==> config.mk <==
export PLATFORM = sky130hd
export DESIGN_NAME = read_buffer_scheduler
export DESIGN_NICKNAME = d
export VERILOG_FILES = /design/src/rtl/read_buffer_scheduler.sv
export SDC_FILE = /design/constraint.sdc
export NUM_CORES = 1
export LEC_CHECK = 0
export ABC_AREA = 1
export ABC_CLOCK_PERIOD_IN_PS = 5400
export BUFFER_PORTS_ARGS = -buffer_cell sky130_fd_sc_hd__buf_2
export CAP_MARGIN = 0
export CORE_ASPECT_RATIO = 0.7
export CORE_MARGIN = 2
export CORE_UTILIZATION = 30
export DETAILED_ROUTE_END_ITERATION = 6
export GPL_ROUTABILITY_DRIVEN = 0
export SLEW_MARGIN = 20
export SYNTH_ARGS = -nofsm -noshare
export SYNTH_HDL_FRONTEND = slang
export SYNTH_SLANG_ARGS = --single-unit
==> constraint.sdc <==
create_clock -name clk_i -period 5.4 [get_ports clk_i]
set_input_delay 0.54 -clock clk_i [delete_from_list [all_inputs] [get_ports clk_i]]
set_output_delay 0.54 -clock clk_i [all_outputs]
set_load 0.005 [all_outputs]
==> src/rtl/read_buffer_scheduler.sv <==
// Read-buffer sequencing controller for the 3x3 filter window.
// Walks the frame as 8-pixel-wide vertical strips (6-column step), filling the
// 3-row buffer over Avalon-MM single-word reads and handing each window to the filter.
//
// Ports:
//   clk_i                  system clock
//   rst_i                  synchronous active-high reset
//   start_i                begin a frame (only honoured when idle)
//   pixel_done_i           filter finished one output pixel
//   master_waitrequest_i   Avalon-MM slave stall
//   master_readdatavalid_i Avalon-MM read data valid
//   master_address_o       Avalon-MM byte address
//   master_read_o          Avalon-MM read request
//   shift_enable24_o       buffer: returned word into line1 cascade (FILL)
//   load_read_buffer_o     buffer: returned word into staging row (LOAD)
//   shift_enable8_o        buffer: staging row into line1 (SHIFT)
//   filter_start_o         one-cycle pulse, window valid
//   busy_o                 frame in progress
//   frame_done_o           one-cycle pulse after the last window
module read_buffer_scheduler #(
  parameter int unsigned IMG_WIDTH       = 640,
  parameter int unsigned IMG_HEIGHT      = 480,
  parameter logic [31:0] BASE_ADDR       = 32'h0000_0000,
  parameter int unsigned BYTES_PER_PIXEL = 4
) (
  input  logic        clk_i,
  input  logic        rst_i,
  input  logic        start_i,
  input  logic        pixel_done_i,
  input  logic        master_waitrequest_i,
  input  logic        master_readdatavalid_i,
  output logic [31:0] master_address_o,
  output logic        master_read_o,
  output logic        shift_enable24_o,
  output logic        load_read_buffer_o,
  output logic        shift_enable8_o,
  output logic        filter_start_o,
  output logic        busy_o,
  output logic        frame_done_o
);

  localparam bit Degenerate = (IMG_WIDTH < 8) || (IMG_HEIGHT < 3);

  typedef enum logic [2:0] {StIdle, StFill, StProc, StLoad, StShift, StNextStrip} state_e;

  state_e      state_q, state_d;
  logic [31:0] col_q, col_d;
  logic [31:0] row_q, row_d;       // window top row
  logic [4:0]  cnt_q, cnt_d;       // words received (FILL/LOAD) or shift cycles (SHIFT)
  logic [2:0]  pd_cnt_q, pd_cnt_d;
  logic        rd_q, rd_d;
  logic        outst_q, outst_d;   // one read issued, data not yet returned
  logic [31:0] addr_q, addr_d;
  logic        fs_q, fs_d;
  logic        busy_q, busy_d;
  logic        fd_q, fd_d;

  logic        issue;
  logic        rdv_ok;
  logic [4:0]  words_tgt;
  logic [31:0] req_row;
  logic [31:0] req_k;

  always_comb begin
    issue     = rd_q & ~master_waitrequest_i;
    // readdatavalid only counts when a read is actually outstanding
    rdv_ok    = outst_q & master_readdatavalid_i;
    words_tgt = (state_q == StFill) ? 5'd24 : 5'd8;
    req_row   = row_q + ((state_q == StFill) ? {30'd0, cnt_q[4:3]} : 32'd3);
    req_k     = {29'd0, cnt_q[2:0]};
  end

  always_comb begin
    state_d  = state_q;
    col_d    = col_q;
    row_d    = row_q;
    cnt_d    = cnt_q;
    pd_cnt_d = pd_cnt_q;
    rd_d     = rd_q & master_waitrequest_i;  // hold request until accepted
    addr_d   = addr_q;
    outst_d  = (outst_q & ~master_readdatavalid_i) | issue;
    busy_d   = busy_q;
    fd_d     = 1'b0;

    unique case (state_q)
      StIdle: begin
        if (start_i) begin
          col_d    = '0;
          row_d    = '0;
          cnt_d    = '0;
          pd_cnt_d = '0;
          if (Degenerate) begin
            fd_d = 1'b1;
          end else begin
            busy_d  = 1'b1;
            state_d = StFill;
          end
        end
      end
      StFill, StLoad: begin
        if (rdv_ok) begin
          if (cnt_q == words_tgt - 5'd1) begin
            cnt_d   = '0;
            state_d = (state_q == StFill) ? StProc : StShift;
          end else begin
            cnt_d = cnt_q + 5'd1;
          end
        end else if (!rd_q && !outst_q) begin
          rd_d   = 1'b1;
          addr_d = BASE_ADDR + BYTES_PER_PIXEL * (req_row * IMG_WIDTH + col_q + req_k);
        end
      end
      StProc: begin
        if (pixel_done_i) begin
          if (pd_cnt_q == 3'd5) begin
            pd_cnt_d = '0;
            state_d  = (row_q + 32'd3 < IMG_HEIGHT) ? StLoad : StNextStrip;
          end else begin
            pd_cnt_d = pd_cnt_q + 3'd1;
          end
        end
      end
      StShift: begin
        if (cnt_q == 5'd7) begin
          cnt_d   = '0;
          row_d   = row_q + 32'd1;
          state_d = StProc;
        end else begin
          cnt_d = cnt_q + 5'd1;
        end
      end
      StNextStrip: begin
        col_d = col_q + 32'd6;
        row_d = '0;
        if (col_q + 32'd14 <= IMG_WIDTH) begin
          state_d = StFill;
        end else begin
          state_d = StIdle;
          busy_d  = 1'b0;
          fd_d    = 1'b1;
        end
      end
      default: state_d = StIdle;
    endcase

    fs_d = (state_d == StProc) && (state_q != StProc);
  end

  always_ff @(posedge clk_i) begin
    if (rst_i) begin
      state_q  <= StIdle;
      col_q    <= '0;
      row_q    <= '0;
      cnt_q    <= '0;
      pd_cnt_q <= '0;
      rd_q     <= 1'b0;
      outst_q  <= 1'b0;
      addr_q   <= '0;
      fs_q     <= 1'b0;
      busy_q   <= 1'b0;
      fd_q     <= 1'b0;
    end else begin
      state_q  <= state_d;
      col_q    <= col_d;
      row_q    <= row_d;
      cnt_q    <= cnt_d;
      pd_cnt_q <= pd_cnt_d;
      rd_q     <= rd_d;
      outst_q  <= outst_d;
      addr_q   <= addr_d;
      fs_q     <= fs_d;
      busy_q   <= busy_d;
      fd_q     <= fd_d;
    end
  end

  assign master_address_o   = addr_q;
  assign master_read_o      = rd_q;
  assign shift_enable24_o   = (state_q == StFill);
  assign load_read_buffer_o = (state_q == StLoad);
  assign shift_enable8_o    = (state_q == StShift);
  assign filter_start_o     = fs_q;
  assign busy_o             = busy_q;
  assign frame_done_o       = fd_q;

endmodule

# Word-level counts from Yosys, hierarchy flattened
# Index checks and enable logic that the tools add are counted.
# totals
regBits	110
input_bits	6
output_inout_bits	39
wordCells	97
# op_classes
n_addsub	10
n_mul	1
magnitude_cmp	2
eq_ne	15
n_mux	32
bitwise	9
n_reduce_logical	17
# ops
operator	n
32-bit one-hot mux with 3 select lines	1
32-bit 2-to-1 mux	2
32-bit one-hot mux with 2 select lines	1
3-bit 2-to-1 mux	11
32-bit by 1-bit adder with 32-bit output, second input constant	1
32-bit by 2-bit adder with 32-bit output	1
32-bit by 2-bit adder with 32-bit output, second input constant	1
32-bit by 3-bit adder with 32-bit output, second input constant	1
32-bit by 4-bit adder with 32-bit output, second input constant	1
32-bit by 10-bit less-or-equal comparator with 1-bit output, second input constant	1
32-bit by 9-bit less-than comparator with 1-bit output, second input constant	1
32-bit by 3-bit multiplier with 23-bit output, second input constant	1
30-bit by 3-bit adder with 30-bit output	1
30-bit adder	1
5-bit 2-to-1 mux	5
3-bit one-hot mux with 5 select lines	1
5-bit one-hot mux with 3 select lines	1
3-bit AND reduction	5
3-bit by 2-bit == test with 1-bit output, second input constant	3
3-bit == test, second input constant	3
2-bit != test, second input constant	4
1-bit 2-to-1 mux	7
3-bit one-hot mux with 2 select lines	1
3-bit nonzero test	2
other kinds (19)	29

# Logic depth before layout (Yosys ltp)
# depth
word_depth	9
ltp_mapped	35
mapped_depth_nobuf	35

# Least setup slack after synthesis
# Ideal clock, no wire load.
# synth_path
path_type	register to register
start	register state_q[0]
end	register addr_q[27], in the netlist master_address_o[27]
t_arrival_ns	5.347
required_ns	5.342
slack_ns	-0.005
stages_incl_launch_ff	31
period_less_slack_ns	5.405
cell_sequence	dfxtp_1 inv_1 nor2_1 inv_1 nor2_1 ha_1 inv_1 ha_1 a21oi_1 nor2_1 inv_1 nor3_1 nand2_1 xor2_1 ha_1 ha_1 nand2_1 nor4_1 a21oi_1 o21ai_0 a31oi_1 xnor2_1 ha_1 nand2_1 nor2_1 nand2_1 or2_2 a31o_2 nand3_1 o211ai_1 inv_1
# synth_via
elab_chain_len	6
elab_cells_between_ends	9
cone_classes	add/sub (3); mul (1); eq/ne (2); mux (1); reduce/logical (2)
# synth_lines
item	line	source
from (decl)	46	state_e state_q, state_d;
from (signal assigned)	151	state_q <= StIdle;
from (signal assigned)	163	state_q <= state_d;
3-bit by 1-bit == test with 1-bit output *	-	
via shift_enable24_o	34	output logic shift_enable24_o,
2-bit 2-to-1 mux	69	req_row = row_q + ((state_q == StFill) ? {30'd0, cnt_q[4:3]} : 32'd3);
32-bit by 2-bit adder with 32-bit output	69	
32-bit by 3-bit multiplier with 23-bit output	110	addr_d = BASE_ADDR + BYTES_PER_PIXEL * (req_row * IMG_WIDTH + col_q + req_k);
30-bit adder	110	
30-bit by 3-bit adder with 30-bit output	110	
to (signal assigned)	170	addr_q <= addr_d;
to (decl)	53	logic [31:0] addr_q, addr_d;
# The timed path passes the listed nets; every way through them passes the cells marked *.
# A chain may end at the register's enable or synchronous reset.

# Worst setup path in the final report
# layout_path
start	register state_q[0]
end	register addr_q[29], in the netlist master_address_o[29]
# layout_via
elab_chain_len	6
elab_cells_between_ends	9
cone_classes	add/sub (3); mul (1); eq/ne (2); mux (1); reduce/logical (2)
# layout_lines
item	line
3-bit by 1-bit == test with 1-bit output	69, 85
2-bit 2-to-1 mux	69
32-bit by 2-bit adder with 32-bit output	69
32-bit by 3-bit multiplier with 23-bit output	110
30-bit adder	110
30-bit by 3-bit adder with 30-bit output	110
# Parallel ways exist; a longest one is shown, timed or not.

==> impl_metrics.json <==
{
  "status": "completed",
  "power.share.clock_pct": 42.3,
  "synth_top_area_share_pct": 22.3,
  "finalCriticalPeriod_ns": 5.17,
  "cp.required_ns": 5.68,
  "clock.fmax_mhz": 193,
  "n_antenna_cell": 0,
  "setup_violations": 0,
  "clk_pin_slew_ns": 0.08,
  "cts_buffers": 9,
  "worstReg2RegEnd": "master_address_o[29]$_SDFFE_PP0P_",
  "wl_met2_um": 12900,
  "wl_met3_um": 3270,
  "syn_inst": 1573,
  "syn_avg_cell_area_um2": 6.22,
  "seq_power_share_pct": 47.7,
  "grt_overflow": 0,
  "start_kind": "flop",
  "reg2reg_setup_slack_ns": 0.23,
  "ys.warnings.count": 0,
  "critical_path_arrival_ns": 5.45,
  "synth_edf_count": 0,
  "top_layer": "met4",
  "p_int_uw": 1270,
  "hold_end": "master_read_o$_SDFF_PP0_",
  "cp_common_cell": "inv_2",
  "cap_violations": 0,
  "holdCritPathClass": "in -> reg",
  "grt_pass1_vias": 9769,
  "cts_tree": "yes",
  "start_util_pct": 30.4,
  "die_w_um": 220,
  "p_sw_uw": 495,
  "die_h_um": 155,
  "synth-main-ff-cell": "dfxtp_1",
  "area.growth.synth_to_final_pct": 24.2,
  "cts-root-buf": "clkbuf_16",
  "holdPathStages": 3,
  "r2r_start": "state_q[0]$_SDFF_PP0_",
  "hold_viol_final": 0,
  "crit_type": "reg -> reg",
  "drive_gt1_share_pct": 20.4,
  "antenna_found_initial": 0,
  "fin_area_mm2": 0.0122,
  "dieArea_mm2": 0.0341,
  "ctsHoldBuffers": 0,
  "drt-met1-wl_um": 17000,
  "combPwrFrac_pct": 10.0,
  "power.density_mw_per_mm2": 145,
  "placed_area_mm2": 0.0112,
  "setup_ws_ns": 0.229,
  "r2r_cells": 34,
  "hpwl_um": 26900,
  "post-route-drc-count": 0,
  "p_leak_uw": 0.00520,
  "ir_drop_uv": 170,
  "rows": 55,
  "num_io_pins": 45,
  "hold_path_startpoint": "master_waitrequest_i",
  "yosysTopAreaCell": "dfxtp_1",
  "synthDistinctLibCells": 54,
  "detail_route.wl_per_cell_um": 15.6,
  "synth_most_common_cell": "nand2_1",
  "clockBufferDepth": 2,
  "grt_pass1_wl_um": 52200,
  "drt-pass1-iter-count": 5,
  "drv_slew": 0,
  "clk_latency_ns": 0.40,
  "yosysSeqAreaShare_pct": 22.3,
  "tightest_slew_ns": 0.693,
  "startpoint": "state_q[0]$_SDFF_PP0_",
  "routed_via_density": 5.05,
  "layout.nets": 1792,
  "swShare_pct": 28.0,
  "worst_setup_path_end_kind": "flop",
  "coreArea_mm2": 0.0322,
  "async_flop_share_pct": 0,
  "synth_seq_cells": 109,
  "seqCellArea_mm2": 0.00218,
  "power_uw": 1770,
  "vias": 10800,
  "place_ws_ns": -0.0374,
  "drt_iter0_markers": 1108,
  "grt_max_degree": 45,
  "routed_wl_um": 33600,
  "fin_skew_ns": 0.0178,
  "synth_area_mm2": 0.00979,
  "netlist_top_cells_area": "dfxtp_1, nand2_1, ha_1",
  "nFillCells": 3425,
  "crit_slowest_cell": "ha_1",
  "htree_levels": 3,
  "max_stage_delay_ns": 0.38,
  "min_period_over_period_pct": 95.8,
  "antenna_left": 0,
  "synthTopCellsByCount": "nand2_1, nor2_1, inv_1, a21oi_1, dfxtp_1",
  "max_slew_margin_pct": 53.7,
  "multi_input_area_mm2": 0.00730,
  "grt.total_usage_pct": 19.7,
  "cp_max_fo": 4,
  "numPortBuffers": 42,
  "hold_slack_ns": 0.406,
  "cts.sinks": 109
}
-- metal layers --
layer,vias up,GRT usage [%]
met5,-,0
met4,0,3.74
met3,27,5.79
met2,386,26.5
met1,4986,30.2
li1,5447,-
-- worst max-delay path, delay by kind of cell, from the launching register on --
family | cells | cell delay (ns)
and+or+nand+nor | 16 | 1.96
adders and majority gates | 5 | 1.29
AOI/OAI and AO/OA | 4 | 0.58
buffers and inverters | 7 | 0.50
xor gates and xnor gates | 2 | 0.37
DFF | 1 | 0.34
-- sequential cells by signal, indices dropped and copies added (netlist names) --
name,count
state_q,3
cnt_q,5
pd_cnt_q,3
master_address_o,30
filter_start_o,1
frame_done_o,1
master_read_o,1
col_q,31
busy_o,1
row_q,32
outst_q,1
-- logic make-up after synthesis --
group	Yosys count	synth area share, %
DFF	109	22.3
adders and majority gates	71	9.23
buffers and inverters	226	8.89
other	1	0.0383
xor gates and xnor gates	71	6.35
and+or+nand+nor	816	36.8
AOI/OAI and AO/OA	279	16.4
-- power groups by stage --
stage / clock [µW] / sequential [µW] / combinational, µW
after detailed placement: 0 / 862 / 169
after floorplan: 0 / 862 / 95.2
after CTS: 772 / 843 / 170
after global placement: 0 / 861 / 169
after global routing: 799 / 847 / 198
final: 748 / 843 / 176
-- cells in the final DEF (no fill, tap or decap), types with 11 or more instances in the layout --
cell type / Yosys / layout
a211oi_1: 15 / 13
a21oi_1: 109 / 93
a21oi_2: 0 / 16
buf_2: 7 / 42
buf_4: 3 / 114
dfxtp_1: 109 / 108
ha_1: 69 / 51
ha_4: 0 / 16
inv_1: 188 / 179
inv_2: 8 / 17
nand2_1: 385 / 373
nand2_2: 13 / 25
nand3_1: 79 / 77
nand4_1: 20 / 20
nor2_1: 225 / 208
nor2_2: 19 / 29
nor2_4: 13 / 20
nor3_1: 28 / 24
o211ai_1: 13 / 13
o21ai_0: 87 / 75
xnor2_1: 16 / 14
xor2_1: 55 / 44
xor2_2: 0 / 11
-- stage by stage --
stage               cells  setup TNS [ns]  utilization (%)
detailed placement   2115         -0.0898             34.7
CTS                  2131        -0.00641             35.7
floorplan            1574               0                -
finish               2147               0             37.8
global route         2147          -0.407             37.8
global placement     2115               0             34.7
-- layout make-up --
class / instances / share of cell area [%]
inverter: 199 / 6.14
tap: 427 / 4.39
clock buffer: 10 / 1.97
timing repair buffer: 157 / 8.86
multi-input combinational: 1239 / 60.0
sequential: 109 / 18.0
clock inverter: 6 / 0.648
-- how the worst max path moves through the flow --
stage | to | slack (ns) | depth (start not counted)
global route | master_address_o[28]$_SDFFE_PP0P_ | -0.11 | 37
detailed placement | master_address_o[31]$_SDFFE_PP0P_ | -0.04 | 31
CTS | master_address_o[27]$_SDFFE_PP0P_ | -0.006 | 30
global placement | master_address_o[29]$_SDFFE_PP0P_ | 0.04 | 31
finish | master_address_o[29]$_SDFFE_PP0P_ | 0.23 | 34
floorplan | master_address_o[27]$_SDFFE_PP0P_ | 0.09 | 30
-- what timing repair did --
| item | in CTS | in global routing |
|---|---|---|
| resized for setup | 4 | 121 |
| hold endpoints to repair | 0 | 0 |
| buffers inserted | 0 | 16 |
| pin swaps | 1 | 44 |
| cloned | 0 | 0 |
| endpoints found under the setup margin | 5 | 15 |
No activity file was read; power rests on OpenSTA's default activity.
